### src/rtl/axi_addr_ch_rx.sv
// rtl/axi_addr_ch_rx.sv - RAB address channel receive stage: captures one AXI address beat,
// translates it through a segment table and hands a hit to tx or raises a fault record.
module axi_addr_ch_rx #(
  parameter int ADDR_WIDTH = 32,
  parameter int ID_WIDTH   = 8,
  parameter int USER_WIDTH = 2,
  parameter int NUM_SEG    = 4,
  localparam int IDX_W     = $clog2(NUM_SEG)
) (
  input  logic                  rx_clk,
  input  logic                  reset,
  input  logic [ID_WIDTH-1:0]   s_id,
  input  logic [ADDR_WIDTH-1:0] s_addr,
  input  logic [7:0]            s_len,
  input  logic [2:0]            s_size,
  input  logic [1:0]            s_burst,
  input  logic [2:0]            s_prot,
  input  logic [3:0]            s_cache,
  input  logic [USER_WIDTH-1:0] s_user,
  input  logic                  s_lock,
  input  logic                  s_valid,
  output logic                  s_ready,
  output logic [ID_WIDTH-1:0]   out_id,
  output logic [7:0]            out_len,
  output logic [2:0]            out_size,
  output logic [1:0]            out_burst,
  output logic [2:0]            out_prot,
  output logic [3:0]            out_cache,
  output logic [USER_WIDTH-1:0] out_user,
  output logic                  out_lock,
  output logic [ADDR_WIDTH-1:0] phy_addr,
  output logic                  t_done,
  input  logic                  tx_busy,
  input  logic                  cfg_we,
  input  logic [IDX_W-1:0]      cfg_idx,
  input  logic [ADDR_WIDTH-1:0] cfg_vbase,
  input  logic [ADDR_WIDTH-1:0] cfg_vlimit,
  input  logic [ADDR_WIDTH-1:0] cfg_pbase,
  input  logic                  cfg_en,
  output logic                  fault_valid,
  output logic [ID_WIDTH-1:0]   fault_id,
  output logic [ADDR_WIDTH-1:0] fault_addr,
  input  logic                  fault_ack
);

  localparam int WW = ADDR_WIDTH + 16;

  typedef enum logic [1:0] {IDLE, LOOKUP, XLATED, FAULT} state_t;
  state_t state_q, state_d;

  logic                  s_ready_q, t_done_q, fault_valid_q;
  logic [ID_WIDTH-1:0]   id_q, fault_id_q;
  logic [ADDR_WIDTH-1:0] addr_q, phy_q, fault_addr_q;
  logic [7:0]            len_q;
  logic [2:0]            size_q, prot_q;
  logic [1:0]            burst_q;
  logic [3:0]            cache_q;
  logic [USER_WIDTH-1:0] user_q;
  logic                  lock_q;

  logic [ADDR_WIDTH-1:0] vbase_q  [NUM_SEG];
  logic [ADDR_WIDTH-1:0] vlimit_q [NUM_SEG];
  logic [ADDR_WIDTH-1:0] pbase_q  [NUM_SEG];
  logic [NUM_SEG-1:0]    en_q;

  logic                  accept;
  logic [WW-1:0]         beat_bytes, span_end;
  logic                  hit;
  logic [ADDR_WIDTH-1:0] hit_phy;

  assign accept = s_valid & s_ready_q & (state_q == IDLE);

  // Span end is kept 16 bits wider so a burst carrying past the top of the address space never hits.
  always_comb begin
    beat_bytes = (WW'(len_q) + WW'(1)) << size_q;
    span_end   = WW'(addr_q) + beat_bytes - WW'(1);
    hit        = 1'b0;
    hit_phy    = '0;
    for (int i = NUM_SEG - 1; i >= 0; i--) begin
      if (en_q[i] && (addr_q >= vbase_q[i]) && (span_end <= WW'(vlimit_q[i]))) begin
        hit     = 1'b1;
        hit_phy = addr_q - vbase_q[i] + pbase_q[i];
      end
    end
  end

  always_comb begin
    state_d = state_q;
    case (state_q)
      IDLE:    if (accept) state_d = LOOKUP;
      LOOKUP:  state_d = hit ? XLATED : FAULT;
      XLATED:  if (!tx_busy) state_d = IDLE;
      FAULT:   if (fault_ack) state_d = IDLE;
      default: state_d = IDLE;
    endcase
  end

  always_ff @(posedge rx_clk) begin
    if (reset) begin
      state_q       <= IDLE;
      s_ready_q     <= 1'b0;
      t_done_q      <= 1'b0;
      fault_valid_q <= 1'b0;
      fault_id_q    <= '0;
      fault_addr_q  <= '0;
      phy_q         <= '0;
      id_q          <= '0;
      addr_q        <= '0;
      len_q         <= '0;
      size_q        <= '0;
      burst_q       <= '0;
      prot_q        <= '0;
      cache_q       <= '0;
      user_q        <= '0;
      lock_q        <= 1'b0;
      en_q          <= '0;
    end else begin
      state_q   <= state_d;
      // Registered ready keeps the consumption cycle from also accepting a new beat.
      s_ready_q <= (state_d == IDLE);
      if (accept) begin
        id_q    <= s_id;
        addr_q  <= s_addr;
        len_q   <= s_len;
        size_q  <= s_size;
        burst_q <= s_burst;
        prot_q  <= s_prot;
        cache_q <= s_cache;
        user_q  <= s_user;
        lock_q  <= s_lock;
      end
      if (state_q == LOOKUP) begin
        if (hit) begin
          phy_q    <= hit_phy;
          t_done_q <= 1'b1;
        end else begin
          fault_valid_q <= 1'b1;
          fault_id_q    <= id_q;
          fault_addr_q  <= addr_q;
        end
      end
      if ((state_q == XLATED) && !tx_busy) t_done_q <= 1'b0;
      if ((state_q == FAULT) && fault_ack) fault_valid_q <= 1'b0;
      if (cfg_we) en_q[cfg_idx] <= cfg_en;
    end
  end

  always_ff @(posedge rx_clk) begin
    if (cfg_we) begin
      vbase_q[cfg_idx]  <= cfg_vbase;
      vlimit_q[cfg_idx] <= cfg_vlimit;
      pbase_q[cfg_idx]  <= cfg_pbase;
    end
  end

  assign s_ready     = s_ready_q;
  assign t_done      = t_done_q;
  assign phy_addr    = phy_q;
  assign out_id      = id_q;
  assign out_len     = len_q;
  assign out_size    = size_q;
  assign out_burst   = burst_q;
  assign out_prot    = prot_q;
  assign out_cache   = cache_q;
  assign out_user    = user_q;
  assign out_lock    = lock_q;
  assign fault_valid = fault_valid_q;
  assign fault_id    = fault_id_q;
  assign fault_addr  = fault_addr_q;

endmodule
### config.mk
export PLATFORM = sky130hd
export DESIGN_NAME = axi_addr_ch_rx
export DESIGN_NICKNAME = d
export VERILOG_FILES = /design/src/rtl/axi_addr_ch_rx.sv
export SDC_FILE = /design/constraint.sdc
export NUM_CORES = 2
export LEC_CHECK = 0
export CORE_MARGIN = 2
export CORE_UTILIZATION = 30
export CTS_BUF_LIST = sky130_fd_sc_hd__clkbuf_4 sky130_fd_sc_hd__clkbuf_8 sky130_fd_sc_hd__clkbuf_16
export DETAILED_ROUTE_END_ITERATION = 6
export PLACE_DENSITY_LB_ADDON = 0.2
export REMOVE_ABC_BUFFERS = 1
export SYNTH_ARGS = -nofsm -noshare
export SYNTH_HDL_FRONTEND = slang
export SYNTH_SLANG_ARGS = --single-unit
### constraint.sdc
create_clock -name rx_clk -period 9.4 [get_ports rx_clk]
set_clock_uncertainty 0.15 [all_clocks]
set_input_delay 1.88 -clock rx_clk [delete_from_list [all_inputs] [get_ports rx_clk]]
set_output_delay 1.88 -clock rx_clk [all_outputs]
set_load 0.02 [all_outputs]
# [Word-level counts from Yosys, hierarchy flattened]
# Memory sizes are Yosys's and may differ from the RTL's.
# Cells that the tools add are included.
[classes] n_lt_le_gt_ge=10 eq_ne=3 n_mul=0 bitwise=3 div_mod_pow=0 n_reduce_logical=18 mux=18 n_addsub=11 shift=1
[op_table] op="48-bit by 32-bit less-or-equal comparator with 1-bit output" count=4
[op_table] op="32-bit adder" count=4
[op_table] op="32-bit >= comparator" count=4
[op_table] op="32-bit two-way mux" count=4
[op_table] op="32-bit subtractor" count=4
[op_table] op="32-bit by 48-bit adder with 48-bit output" count=1
[op_table] op="9-bit by 3-bit left shift with 48-bit output" count=1
[op_table] op="48-bit by 1-bit subtractor with 48-bit output, second input constant" count=1
[op_table] op="1-bit logical AND" count=11
[op_table] op="8-bit by 1-bit adder with 9-bit output, second input constant" count=1
[op_table] op="1-bit two-way mux" count=8
[op_table] op="2-bit case mux with 4 select lines" count=1
[op_table] op="2-bit two-way mux" count=3
[op_table] op="4-bit bitwise mux" count=1
[op_table] op="2-bit == test, second input constant" count=2
[op_table] op="2-bit zero test" count=2
[op_table] op="2-bit AND reduction" count=2
[op_table] op="2-bit OR reduction" count=2
[op_table] op="2-bit by 3-bit less-than comparator with 1-bit output, second input constant" count=1
[op_table] op="1-bit AND" count=2
[op_table] op="1-bit demux with 2-bit select" count=1
[op_table] op="2-bit by 1-bit == test with 1-bit output, second input constant" count=1
[op_table] op="2-bit by 1-bit >= comparator with 1-bit output, second input constant" count=1
[op_table] op="1-bit zero test" count=1
[op_table] op="1-bit NOT" count=1
[totals] ram_bits=384 latchBits=0 in_bits=168 elab_cells=84 memories=3 mem_bits_ro=0 regBits=144
[mem_list] name="pbase_q" depth=4 width=32 read_ports=4 rd_clocked_by_memory_dff=0 wr=1 line_no="63" rtl="logic [ADDR_WIDTH-1:0] pbase_q [NUM_SEG];"
[mem_list] name="vbase_q" depth=4 width=32 read_ports=4 rd_clocked_by_memory_dff=0 wr=1 line_no="61" rtl="logic [ADDR_WIDTH-1:0] vbase_q [NUM_SEG];"
[mem_list] name="vlimit_q" depth=4 width=32 read_ports=4 rd_clocked_by_memory_dff=0 wr=1 line_no="62" rtl="logic [ADDR_WIDTH-1:0] vlimit_q [NUM_SEG];"

# [Longest topological paths before layout]
[depth] ltp_word=13 depth_mapped=35

# [Worst setup path before layout]
# OpenSTA, ideal clock, no wires.
[synth_path] path_type="input-to-reg" startpoint="input cfg_idx[1]" endpoint="register en_q[0]" path_slack_ns=-0.494 t_required_ns=9.122 path_stages=3 arrival_ns=9.617 setup_ns=0.128 path_buffers=0 cell_sequence="nor3b_1 mux2i_1 nor2_1"
[synth_between] elab_chain_cells=5 word_cells_on_any_way=6
[synth_lines] item="start, declared" line_no="35" rtl="input logic [IDX_W-1:0] cfg_idx,"
[synth_lines] item="2-bit by 3-bit less-than comparator with 1-bit output (not written as such) / 2-bit by 1-bit >= comparator with 1-bit output (equally long branches)" line_no="144" rtl="if (cfg_we) en_q[cfg_idx] <= cfg_en;"
[synth_lines] item="1-bit logical AND (not written as such)" line_no="144"
[synth_lines] item="1-bit two-way mux (not written as such)" line_no="144"
[synth_lines] item="1-bit demux with 2-bit select (*)" line_no="144"
[synth_lines] item="4-bit bitwise mux (*)" line_no="144"
[synth_lines] item="end signal, assigned by index" line_no="144"
[synth_lines] item="end, declared" line_no="64" rtl="logic [NUM_SEG-1:0] en_q;"
# Every way passes the cells marked *; elsewhere a longest branch is shown, timed or not.
# A chain may end at the register's enable or synchronous reset.

# [Worst setup path after layout]
[layout_path] startpoint="register size_q[0], in the netlist out_size[0]" endpoint="register phy_q[21], in the netlist phy_addr[21]"
[layout_between] elab_chain_cells=10 word_cells_on_any_way=20
[layout_lines] item="start, declared" line_no="55" rtl="logic [2:0] size_q, prot_q;"
[layout_lines] item="start signal, assigned" line_no="125" rtl="size_q <= s_size;"
[layout_lines] item="9-bit by 3-bit left shift with 48-bit output (*)" line_no="75" rtl="beat_bytes = (WW'(len_q) + WW'(1)) << size_q;"
[layout_lines] item="32-bit by 48-bit adder with 48-bit output (*)" line_no="76" rtl="span_end = WW'(addr_q) + beat_bytes - WW'(1);"
[layout_lines] item="48-bit by 1-bit subtractor with 48-bit output (*)" line_no="76"
[layout_lines] item="48-bit by 32-bit less-or-equal comparator with 1-bit output" line_no="80" rtl="if (en_q[i] && (addr_q >= vbase_q[i]) && (span_end <= WW'(vlimit_q[i]))) begin"
[layout_lines] item="1-bit logical AND" line_no="80"
[layout_lines] item="1-bit two-way mux (4 in a row)" line_no="80"
[layout_lines] item="2-bit AND reduction (no source line)"
[layout_lines] item="end signal, assigned" line_no="134" rtl="phy_q <= hit_phy;"
[layout_lines] item="end, declared" line_no="53" rtl="logic [ADDR_WIDTH-1:0] addr_q, phy_q, fault_addr_q;"
# Marks and branches as above.

==> load_flow_metrics.sql <==
INSERT INTO impl_metrics (metric_group, metric, value, unit) VALUES
('status', 'status', 'finished, final reports clean', ''),
('worst_setup_path', 'worst-path-buf-inv', '3', ''),
('clock_tree', 'tritoncts', 'built', ''),
('final_layout', 'nets', '4719', ''),
('synthesis', 'syn-instance-count', '3698', ''),
('min_path', 'hp-class', 'reg2reg', ''),
('final_layout', 'layout_common_cells', '734 x sky130_fd_sc_hd__inv_1, 434 x sky130_fd_sc_hd__ha_1, 384 x sky130_fd_sc_hd__edfxtp_1', ''),
('synthesis', 'post_synth_instance_area', '36300', 'um^2'),
('die', 'floorplan.die.width', '352', 'um'),
('worst_setup_path', 'timing_worst_setup_path_type', 'reg2reg', ''),
('worst_setup_path', 'critical_path.reg2reg.endpoint', 'phy_addr[21]', ''),
('pwr', 'power_leakage', '19.3', 'nW'),
('synthesis', 'synth_fa_ha_area_share', '21.8', '%'),
('die', 'coreArea', '120000', 'um^2'),
('sta', 'slew_headroom', '27.1', '%'),
('sta', 'fmax', '117', 'MHz'),
('worst_setup_path', 'worst_path_largest_cell_delay', '0.76', 'ns'),
('clock_tree', 'depth_of_the_cts_h_tree', '3', ''),
('synthesis', 'synth_warn', '0', ''),
('synthesis', 'synth_compound_gate_area_share', '14.9', '%'),
('worst_setup_path', 'cpLargestDelayFamily', 'compound AO/OA/AOI/OAI gates', ''),
('worst_setup_path', 'r2r_setup_slack', '0.85', 'ns'),
('final_layout', 'fraction_of_final_layout_cells_sized_beyond_drive_strength_1', '4.33', '%'),
('synthesis', 'postSynth.asyncResetShare', '0', '%'),
('clock_tree', 'cts_num_sinks', '528', ''),
('placement', 'globalplace.congestion', '0.885', ''),
('sta', 'timing.final.hold_violations', '0', ''),
('die', 'effective_utilization_at_floorplan', '30.3', '%'),
('global_route', 'number_of_antenna_violations_at_the_first_check_in_global_routing', '16', ''),
('synthesis', 'synth-seq-area-share', '39.7', '%'),
('job', 'maxCapViolations', '0', ''),
('routing', 'drt_drc_violations_left', '0', ''),
('sta', 'grt_setup_unrepaired', 'no', ''),
('worst_setup_path', 'critical_path.endpoint_type', 'flop', ''),
('worst_setup_path', 'timing.critical_path.depth', '32', ''),
('clock_tree', 'clock_tree.buffer_depth', '3', ''),
('synthesis', 'synth_top_family_by_area', 'adder cells', ''),
('global_route', 'gr-total-overflow', '0', ''),
('global_route', 'grt-busiest-layer', 'met2', ''),
('worst_setup_path', 'worst-endpoint-required', '9.78', 'ns'),
('worst_setup_path', 'crit_path_top_delay_cell', 'sky130_fd_sc_hd__dfxtp_1', ''),
('placement', 'placedCellCount', '5534', ''),
('final_layout', 'area_growth_syn_to_layout', '19.3', '%'),
('global_route', 'first_pass_grt_wire_length', '180', 'mm'),
('worst_setup_path', 'crit_path_frequent_cell', 'sky130_fd_sc_hd__o21ai_0', ''),
('placement', 'io_buffer_count', '273', ''),
('sta', 'final.min_clock_period', '8.55', 'ns'),
('clock_tree', 'clock_tree_root', 'sky130_fd_sc_hd__clkbuf_16', ''),
('final_layout', 'stdcell_count', '5659', ''),
('routing', 'dr.pass1.iters', '6', ''),
('worst_setup_path', 'timing.critical_path.from', 'out_size[0]', ''),
('routing', 'route.detailed.wl_per_inst', '21.5', 'um'),
('sta', 'setup_viol', '0', ''),
('worst_setup_path', 'path_depth_of_the_worst_reg2reg_path', '32', ''),
('die', 'die_area', '124000', 'um^2'),
('pwr', 'power_density', '202', 'nW/um^2'),
('synthesis', 'predominant_post_synthesis_flop_cell', 'sky130_fd_sc_hd__edfxtp_1', ''),
('synthesis', 'postSynthRegisterBits', '528', ''),
('synthesis', 'synth_mux_area_share', '1.47', '%'),
('sta', 'tightest_slew', '1.07', 'ns'),
('synthesis', 'synthSimpleGateAreaFrac', '10.2', '%'),
('pwr', 'fin_total_pwr', '8.73', 'mW'),
('global_route', 'grtUsageMet2', '32.2', '%'),
('clock_tree', 'tritoncts.num_buffers', '68', ''),
('clock_tree', 'clkSlewWorstSetupHoldPaths', '0.06', 'ns'),
('clock_tree', 'clkLatencyLatePin', '0.65', 'ns'),
('routing', 'num_vias', '27928', ''),
('worst_setup_path', 'worstReg2RegStart', 'out_size[0]', ''),
('sta', 'setup_total_negative_slack', '0', 'ns'),
('synthesis', 'synth_xor_xnor_area_share', '3.45', '%'),
('final_layout', 'layout_commonest_cell', 'sky130_fd_sc_hd__inv_1', '');
[where the power goes]
| group | leakage, nW | switching (mW) | internal (mW) |
|---|---|---|---|
| logic | 13.4 | 2.02 | 1.27 |
| registers | 4.69 | 0.0860 | 2.61 |
| clock network | 1.15 | 1.07 | 1.67 |
| total | 19.3 | 3.18 | 5.55 |
[layer usage]
metal / part of all wire [%] / up-vias
li1: - / 13451
met1: 45 / 13599
met2: 47 / 702
met3: 5.5 / 158
met4: 2.2 / 18
met5: 0.087 / -
[worst register-to-register path: cells and delay by family (launching register included)]
kind                       cells  cell delay (ns)
adders and majority gates      3             0.88
and+or+nand+nor               11             2.58
AOI/OAI and AO/OA             14             2.96
xor gates and xnor gates       1             0.37
DFF                            1             0.76
buffers and inverters          3             0.76
[metrics by stage]
stage	util (%)	area [um^2]	setup WS (ns)	hold WS (ns)
4_1_cts	36.1	43300	0.732	0.307
5_1_grt	36.1	43300	0.113	0.320
2_1_floorplan	-	36000	-0.490	0.294
6_report	36.1	43300	0.853	0.306
3_3_place_gp	34.2	41000	1.00	0.292
3_5_place_dp	34.2	41000	0.796	0.300
[registers in the layout, summed over array words and instances, names as in the netlist]
name         flops
addr_q          32
t_done           1
fault_valid      1
out_size         3
out_len          8
pbase_q        128
out_user         2
fault_addr      32
out_id           8
out_prot         3
out_cache        4
state_q          2
phy_addr        32
vbase_q        128
out_lock         1
vlimit_q       128
out_burst        2
en_q             4
fault_id         8
s_ready          1
[worst min path at each step]
stage                             from           end  slack (ns)  cells after the start
after global routing      out_burst[0]  out_burst[0]        0.32                      2
after floorplan                en_q[2]       en_q[2]        0.29                      2
after CTS                 out_cache[3]  out_cache[3]        0.31                      2
final                      out_prot[0]   out_prot[0]        0.31                      2
after detailed placement   out_user[0]   out_user[0]        0.30                      2
after global placement    out_burst[1]  out_burst[1]        0.29                      2
[area by class of cell]
cell class,instances,area [um^2]
antenna,2,5.00
clock buffer,91,1970
clock inverter,32,362
fill,12214,76600
inverter,735,2760
multi-input combinational,2362,18900
sequential,528,14400
tap,1612,2020
timing repair buffer,297,2940
[cells by family after synthesis]
| kind of cell | Yosys count |
|---|---|
| and+or+nand+nor | 781 |
| adders and majority gates | 559 |
| xor gates and xnor gates | 143 |
| muxes | 53 |
| AOI/OAI and AO/OA | 826 |
| buffers and inverters | 808 |
| DFF | 528 |
[Yosys cell counts, drive strengths merged (60+ instances only)]
cell	count	area (um^2)
o21ai	146	738
nand3	69	350
ha	434	5430
xnor2	83	727
xor2	60	526
edfxtp	384	11500
a21oi	262	1310
nor2	189	719
a21o	81	608
dfxtp	144	2880
inv	734	2760
nand2	293	1100
fa	125	2500
[timing repair]
item / in CTS / in global routing
hold buffers: 0 / 0
gates resized for setup: 0 / 1
setup endpoints to repair: 0 / 13
endpoints found under the hold margin: 0 / 0
setup buffers: 0 / 0
Note: power is estimated with default switching activity, not from simulation.
